### config.mk
export PLATFORM = sky130hd
export DESIGN_NAME = ifetch
export DESIGN_NICKNAME = d
export VERILOG_FILES = /design/src/rtl/ifetch.sv
export SDC_FILE = /design/constraint.sdc
export NUM_CORES = 1
export LEC_CHECK = 0
export ABC_AREA = 1
export CAP_MARGIN = 20
export CORE_ASPECT_RATIO = 2
export CORE_MARGIN = 8
export CORE_UTILIZATION = 49
export DETAILED_ROUTE_END_ITERATION = 7
export GPL_ROUTABILITY_DRIVEN = 0
export PLACE_DENSITY = 0.77
export SETUP_SLACK_MARGIN = 0.2
export SYNTH_ARGS = -nofsm -noshare
export SYNTH_HDL_FRONTEND = slang
export SYNTH_SLANG_ARGS = --single-unit
### constraint.sdc
create_clock -name clock -period 1.8 [get_ports clock]
set_input_delay 0.36 -clock clock [delete_from_list [all_inputs] [get_ports clock]]
set_output_delay 0.36 -clock clock [all_outputs]
set_load 0.005 [all_outputs]
### src/rtl/ifetch.sv
// ============================================================================
// Module   : ifetch
// Purpose  : Instruction-fetch stage. Issues word requests to instruction
//            memory, feeds the IF/ID register and steers the external PC
//            register through pc_en / pc_next. A one-entry skid buffer
//            absorbs a word that returns while decode is stalled. Flushes
//            that arrive with a request in flight use the DROP state, which
//            waits for and discards the stale word.
//
// Ports    : clock        - rising-edge clock
//            reset_n      - asynchronous active-low reset
//            pc           - current PC (PC register output)
//            stall        - decode cannot accept an instruction this cycle
//            flush        - branch/jump taken; PC loads its target on pc_en
//            imem_ack     - memory returns data this cycle
//            imem_rdata   - instruction word, valid with imem_ack
//            imem_req     - fetch request
//            imem_addr    - fetch word address
//            pc_en        - PC register enable
//            pc_next      - pc + 1 (sequential PC register input)
//            instr        - IF/ID instruction (NOP_INSTR when invalid)
//            instr_pc     - address of instr
//            instr_valid  - instr is valid
//            fetch_err    - sticky fetch timeout
//
// Options  : IFETCH_TIMEOUT_EN - when defined, an 8-bit no-ack counter and a
//            terminal ERR state are built; otherwise fetch_err is tied low
//            and the block waits for ack indefinitely.
//
// Revision : 1.0 - initial release
// ============================================================================
`default_nettype none

module ifetch #(
    parameter logic [15:0] NOP_INSTR      = 16'h0000,
    parameter logic [7:0]  TIMEOUT_CYCLES = 8'd255
) (
    input  logic        clock,
    input  logic        reset_n,
    input  logic [15:0] pc,
    input  logic        stall,
    input  logic        flush,
    input  logic        imem_ack,
    input  logic [15:0] imem_rdata,
    output logic        imem_req,
    output logic [15:0] imem_addr,
    output logic        pc_en,
    output logic [15:0] pc_next,
    output logic [15:0] instr,
    output logic [15:0] instr_pc,
    output logic        instr_valid,
    output logic        fetch_err
);

    typedef enum logic [2:0] {
        ST_IDLE  = 3'd0,
        ST_FETCH = 3'd1,
        ST_FULL  = 3'd2,
        ST_DROP  = 3'd3
`ifdef IFETCH_TIMEOUT_EN
        ,
        ST_ERR   = 3'd4
`endif
    } state_t;

    state_t      r_state;
    logic [15:0] r_addr_q;
    logic [15:0] r_instr;
    logic [15:0] r_instr_pc;
    logic        r_instr_valid;
    logic [15:0] r_skid;
    logic [15:0] r_skid_pc;

    logic        w_imem_req;
    logic [15:0] w_imem_addr;
    logic        w_pc_en;

    // ------------------------------------------------------------------
    // State-decoded memory request and PC enable. In FETCH the address is
    // the live pc so a fresh PC is requested in the same cycle it appears.
    // ------------------------------------------------------------------
    always_comb begin
        w_imem_req  = 1'b0;
        w_imem_addr = r_addr_q;
        w_pc_en     = 1'b0;
        case (r_state)
            ST_IDLE: begin
                w_pc_en = flush;
            end
            ST_FETCH: begin
                w_imem_req  = 1'b1;
                w_imem_addr = pc;
                // Any returned word (kept or discarded) or a flush advances the PC.
                w_pc_en     = flush | imem_ack;
            end
            ST_FULL: begin
                w_pc_en = flush;
            end
            ST_DROP: begin
                w_imem_req = 1'b1;
                w_pc_en    = flush;
            end
            default: begin
                w_imem_req  = 1'b0;
                w_imem_addr = r_addr_q;
                w_pc_en     = 1'b0;
            end
        endcase
    end

    // ------------------------------------------------------------------
    // Sequential control and datapath.
    // ------------------------------------------------------------------
`ifdef IFETCH_TIMEOUT_EN
    logic [7:0] r_tmo_cnt;
    logic       r_fetch_err;
    logic [7:0] w_tmo_inc;

    assign w_tmo_inc = r_tmo_cnt + 8'd1;
`endif

    always_ff @(posedge clock or negedge reset_n) begin
        if (!reset_n) begin
            r_state       <= ST_IDLE;
            r_addr_q      <= 16'h0000;
            r_instr       <= NOP_INSTR;
            r_instr_pc    <= 16'h0000;
            r_instr_valid <= 1'b0;
            r_skid        <= 16'h0000;
            r_skid_pc     <= 16'h0000;
`ifdef IFETCH_TIMEOUT_EN
            r_tmo_cnt     <= 8'd0;
            r_fetch_err   <= 1'b0;
`endif
        end else begin
            // A consumed or flushed instruction leaves the IF/ID register
            // empty unless a new word is loaded below in the same cycle.
            if (flush || !stall) begin
                r_instr_valid <= 1'b0;
            end

            case (r_state)
                ST_IDLE: begin
                    r_state <= ST_FETCH;
                end
                ST_FETCH: begin
                    r_addr_q <= pc;
                    if (flush) begin
                        // Word returning with the flush is dropped here; without
                        // an ack the in-flight request must be drained first.
                        if (!imem_ack) begin
                            r_state <= ST_DROP;
                        end
                    end else if (imem_ack) begin
                        if (!r_instr_valid || !stall) begin
                            r_instr       <= imem_rdata;
                            r_instr_pc    <= pc;
                            r_instr_valid <= 1'b1;
                        end else begin
                            r_skid    <= imem_rdata;
                            r_skid_pc <= pc;
                            r_state   <= ST_FULL;
                        end
                    end
                end
                ST_FULL: begin
                    if (flush) begin
                        r_state <= ST_FETCH;
                    end else if (!stall) begin
                        r_instr       <= r_skid;
                        r_instr_pc    <= r_skid_pc;
                        r_instr_valid <= 1'b1;
                        r_state       <= ST_FETCH;
                    end
                end
                ST_DROP: begin
                    // Stale word is discarded; PC already holds the target.
                    if (imem_ack) begin
                        r_state <= ST_FETCH;
                    end
                end
`ifdef IFETCH_TIMEOUT_EN
                ST_ERR: begin
                    r_instr_valid <= 1'b0;
                end
`endif
                default: begin
                    r_state <= ST_IDLE;
                end
            endcase

`ifdef IFETCH_TIMEOUT_EN
            // Overrides any transition chosen above once the limit is hit.
            if (r_state == ST_FETCH || r_state == ST_DROP) begin
                if (imem_ack) begin
                    r_tmo_cnt <= 8'd0;
                end else begin
                    r_tmo_cnt <= w_tmo_inc;
                    if (w_tmo_inc == TIMEOUT_CYCLES) begin
                        r_fetch_err   <= 1'b1;
                        r_state       <= ST_ERR;
                        r_instr_valid <= 1'b0;
                    end
                end
            end
`endif
        end
    end

    assign imem_req    = w_imem_req;
    assign imem_addr   = w_imem_addr;
    assign pc_en       = w_pc_en;
    assign pc_next     = pc + 16'd1;
    assign instr       = r_instr_valid ? r_instr : NOP_INSTR;
    assign instr_pc    = r_instr_pc;
    assign instr_valid = r_instr_valid;

`ifdef IFETCH_TIMEOUT_EN
    assign fetch_err = r_fetch_err;
`else
    logic w_unused_tmo;
    assign w_unused_tmo = ^TIMEOUT_CYCLES;
    assign fetch_err    = 1'b0;
`endif

endmodule

`default_nettype wire

# [Word-level counts from Yosys, hierarchy flattened]
# Index checks and enable logic that the tools add are counted.
[totals] out_inout_bits=68 register_bits=84 wordCells=66
[classes] n_mux=31 n_reduce_logical=11 eq_ne=13 n_bitwise=3 addsub=1
[op_table] cell="$mux 16" n=12
[op_table] cell="$pmux 16 s2" n=2
[op_table] cell="$mux 3" n=7
[op_table] cell="$add 16x1->16 const B" n=1
[op_table] cell="$ne 2x2->1 const B" n=6
[op_table] cell="$ne 3x3->1 const B" n=4
[op_table] cell="$pmux 3 s4" n=1
[op_table] cell="$mux 1" n=7
[op_table] cell="$eq 3x2->1 const B" n=2
[op_table] cell="$reduce_and 6->1" n=1
[op_table] cell="$reduce_and 5->1" n=1
[op_table] cell="$pmux 1 s2" n=2
[op_table] cell="$reduce_and 4->1" n=1
[op_table] cell="$eq 3x1->1 const B" n=1
[op_table] cell="$logic_not 3->1" n=1
[op_table] cell="$reduce_or 3->1" n=1
[op_table] cell="$logic_not 1->1" n=2
[op_table] cell="$logic_or 1x1->1" n=2
[op_table] cell="$not 1->1" n=2
[op_table] cell="$reduce_bool 2->1" n=1
[op_table] cell="$reduce_or 2->1" n=1
[op_table] cell="$or 1x1->1" n=1

# [Depth between registers and ports, before layout]
[depth] ltp_word=7 mapped_depth=10 mapped_depth_nobuf=8

# [Worst setup path after synthesis]
# OpenSTA, ideal clock, no wires.
[synth_timing] path_kind="reg-to-output" startpoint="register r_state[0]" endpoint="output imem_addr[10]" path_stages_with_launch=7 slack_ns=0.155 required_time_ns=1.440 arrival_ns=1.285 cell_sequence="dfrtp_1 -> ha_1 -> buf_6 -> inv_2 -> buf_1 -> nand2_1 -> o21ai_0"
[synth_via] elab_chain_len=2
[synth_lines] element="start: declaration" line="66" source="state_t r_state;"
[synth_lines] element="start signal: assignment" line="124" source="r_state <= ST_IDLE;"
[synth_lines] element="start signal: assignment" line="144" source="r_state <= ST_FETCH;"
[synth_lines] element="start signal: assignment" line="152" source="r_state <= ST_DROP;"
[synth_lines] element="$eq 3x1->1" line="86" source="case (r_state)"
[synth_lines] element="$mux 16"
[synth_lines] element="end: declaration" line="46" source="output logic [15:0] imem_addr,"
# Every way passes these cells.

# [Worst setup path in the final report]
[layout_timing] startpoint="register r_state[0]" endpoint="register r_instr[5]"
[layout_via] elab_chain_len=3
[layout_lines] element="$eq 3x1->1 / $eq 3x2->1 (equally long branches)" line="142" source="case (r_state)"
[layout_lines] element="$ne 2x2->1 (no source line) / $reduce_bool 2->1 (equally long branches)"
[layout_lines] element="$reduce_and 6->1 (no source line)"
[layout_lines] element="end signal: assignment" line="156" source="r_instr <= imem_rdata;"
[layout_lines] element="end signal: assignment" line="170" source="r_instr <= r_skid;"
[layout_lines] element="end: declaration" line="68" source="logic [15:0] r_instr;"
# Several ways; a longest one is shown, not always the timed one.
# A chain may end at the register's enable or synchronous reset.

==> impl_metrics.csv <==
group,metric,value,unit
global_routing,all_layer_gr_usage,24.9,%
die,fp.coreArea,8290,µm²
clock_network,cts_max_path_buffers,2,
sta,rsz_0062_raised_after_global_routing,"true",
power,leakagePower,0.00410,µW
clock_network,clock_latency,360,ps
placement,dp.cells,767,
clock_network,clk_sinks,83,
die,fp.dieArea,11900,µm²
clock_network,cts_tree,"done",
die,io_pins,105,
drt,routed-via-count,5912,
logic_synthesis,yosysWarnings,0,
sta,layout_worst_path_cycle_share,115,%
finish,multiInputGateArea,2760,µm²
worst_hold_path,timing.hold.worst.start,"pc[1]",
setup_path,worstPathArrival,2290,ps
sta,setup_tns_after_final_layout,-12730,ps
finish,finalNetCount,793,
drt,drt_pass_1_iters,6,
placement,dp_hpwl,8620,µm
logic_synthesis,post_synth_main_area_contributors,"sky130_fd_sc_hd__dfrtp_1 (50%), sky130_fd_sc_hd__nand2_1 (18%), sky130_fd_sc_hd__o21ai_0 (7.4%)",
sta,finalMaxSlewViolations,0,
sta,setup-violations-final,88,
logic_synthesis,synth_top_area_share,49.9,%
setup_path,regToRegSetupSlack,-260,ps
global_routing,first_global_vias,4554,
worst_hold_path,hold_path_depth,3,
sta,finalWorstSetupSlack,-263,ps
setup_path,reg2reg_to,"r_instr[5]",
drt,routed_via_density,6.91,
worst_hold_path,hold_path.class,"in -> reg",
sta,final-hold-violation-count,0,
global_routing,initial_antenna_violation_count,0,
logic_synthesis,syn_area_per_cell,7.74,µm²
logic_synthesis,postSynthRegisterBits,83,
placement,port_buffers,103,
sta,worstMarginPinSlew,571,ps
clock_network,worst_setup_hold_path_clk_slew,70,ps
finish,antenna_cells_inserted,0,
logic_synthesis,synth-seq-area-share,49.9,%
drt,drt-total-wl,27100,µm
logic_synthesis,synth_commonest_cells,"sky130_fd_sc_hd__nand2_1 (197), sky130_fd_sc_hd__dfrtp_1 (83), sky130_fd_sc_hd__o21ai_0 (62), sky130_fd_sc_hd__inv_1 (53), sky130_fd_sc_hd__nand3_1 (44)",
die,die-width,81.2,µm
die,chipHeight,146,µm
run_status,violations,"setup timing",
sta,fmaxAchievable,485,MHz
run,maxCapViolations,0,
sta,slew_headroom,61.5,%
worst_hold_path,holdPathEnd,"r_addr_q[1]",
setup_path,worst_setup_path_end_kind,"register",
drt,drtAntennaViolNets,0,
global_routing,grt_remaining_overflow,0,
finish,area.growth.synth_to_final,92.1,%
setup_path,critical_path_required,2030,ps
finish,layout-drive-gt1-share,53.6,%
finish,regArea,2080,µm²
logic_synthesis,postSynth.asyncResetShare,100,%
global_routing,grt_first_pass_wirelength,22900,µm
drt,drtIter0Drc,837,
logic_synthesis,synth_most_common_cell,"sky130_fd_sc_hd__nand2_1",
run_status,run_status,"finished with violations",
logic_synthesis,dominantRegCellSynth,"sky130_fd_sc_hd__dfrtp_1",
setup_path,critical_path_peak_fanout,8,
logic_synthesis,netlist-cell-type-count,25,
power,ir_drop,1.15,mV
setup_path,r2r_cells,11,
clock_network,h_tree_levels,3,
drt,wl_per_cell,31.7,µm
power,design_power_total,14200,µW
setup_path,criticalPathCategory,"reg -> reg",
sta,period_needed,2060,ps
logic_synthesis,yosysTopAreaCell,"sky130_fd_sc_hd__dfrtp_1",
global_routing,grt_start_max_net_pins,49,
logic_synthesis,synthCells,538,
logic_synthesis,number_of_flops_mapped_to_enable_cells_by_yosys,0,
die,initial_core_utilization,50.2,%
logic_synthesis,post_synth_instance_area,4170,µm²
finish,post_layout_nonfiller_instances,855,
finish,layout.filler_cells,161,
sta,clock_skew,13.2,ps
setup_path,crit_path_start_kind,"register",
clock_network,clk_tree_root_cell,"sky130_fd_sc_hd__clkbuf_16",
drt,drc_errors,0,
logic_synthesis,syn_nets,579,
power,power.density,1770,nW/µm²
die,floorplan.rows,47,
setup_path,reg2reg_from,"r_state[0]",
clock_network,cts_inserted_buffers,9,
[report_power, final]
| part | leakage, µW | switching, µW | internal [µW] |
|---|---|---|---|
| combinational | 0.00288 | 4840 | 3970 |
| sequential | 0.00107 | 728 | 2590 |
| clock | 0.000152 | 871 | 1160 |
| total | 0.00410 | 6440 | 7720 |
[critical path, stage by stage, from the launching register on]
cell and delay, ps:
sky130_fd_sc_hd__dfrtp_1 420, sky130_fd_sc_hd__ha_4 230, sky130_fd_sc_hd__clkinv_8 70, sky130_fd_sc_hd__buf_8 120, sky130_fd_sc_hd__buf_6 120, sky130_fd_sc_hd__a21oi_4 40
sky130_fd_sc_hd__nor2_4 270, sky130_fd_sc_hd__buf_12 200, sky130_fd_sc_hd__buf_12 110, sky130_fd_sc_hd__nand2_8 100, sky130_fd_sc_hd__nand2_1 110, sky130_fd_sc_hd__nand2_1 120
[cells by family (layout without fill, tap and decap cells)]
group,count (synthesis),after routing,synth area share [%]
simple gates,269,273,27.0
flops,83,83,49.9
buf+inv,84,299,9.04
xor+xnor,9,9,1.89
compound gates,88,88,10.9
other cells,1,1,0.0900
fa+ha+maj,4,4,1.20
[sequential cells by signal, summed over array words and instances, names as in the netlist]
signal and count:
r_skid_pc 16, instr_valid 1, r_addr_q 16, r_state 2, instr_pc 16, r_instr 16
r_skid 16
[stage by stage]
| stage | cell area, µm² | setup WS (ps) | hold WS, ps | util (%) |
|---|---|---|---|---|
| 6_report | 8000 | -263 | 363 | 96.5 |
| 3_5_place_dp | 5650 | -691 | 320 | 68.2 |
| 4_1_cts | 6460 | -199 | 358 | 77.9 |
| 2_1_floorplan | 4170 | 238 | 64.4 | - |
| 3_3_place_gp | 5650 | -648 | 311 | 68.2 |
| 5_1_grt | 8000 | -363 | 368 | 96.5 |
[worst max path at each step]
stage	startpoint	endpoint	slack [ps]	depth (start not counted)
final	r_state[0]	r_instr[5]	-260	11
after global routing	r_state[0]	r_instr[5]	-360	11
after CTS	r_state[1]	imem_addr[4]	-200	5
after detailed placement	pc[1]	pc_next[4]	-690	6
after global placement	pc[1]	pc_next[6]	-650	7
after floorplan	r_state[0]	imem_addr[10]	240	5
[layout by cell type, fill, tap and decap left out, drive strengths merged]
master	Yosys	routed
conb	1	1
dlygate4sd3	0	1
nand4	4	4
nor3	2	2
nand2	199	202
clkinvlp	0	1
xor2	9	9
ha	4	4
o21ai	86	86
nand3	45	46
bufinv	0	1
dfrtp	83	83
buf	24	160
inv	55	56
nor2	18	18
clkdlybuf4s15	0	5
or2	1	1
a21oi	2	2
dlymetal6s2s	0	11
clkinv	0	3
dlygate4sd2	0	5
clkdlybuf4s50	0	24
clkbuf	5	32
[repair_timing]
action / in CTS / in global routing
endpoints found under the setup margin: 85 / 122
hold endpoints to repair: 29 / 0
buffers inserted: 21 / 20
resized for setup: 349 / 279
gates cloned: 5 / 25
hold buffers: 1 / 0
pin swaps: 19 / 22
[final cells by class]
type,instances,share of cell area [%]
Timing Repair inverter,1,0.203
Inverter,55,2.77
Timing Repair Buffer,227,31.1
Multi-Input combinational cell,375,34.5
Clock buffer,11,3.16
Tap cell,98,1.53
Clock inverter,5,0.751
Sequential cell,83,26.0
[layer usage]
layer	vias to the layer above	part of all wire, %	GRT usage [%]
met4	0	12	14.1
met1	2735	29	26.3
met5	-	0	0
met3	312	12	5.84
met2	722	48	42.9
li1	2143	-	-
(Power assumes the default switching activity.)
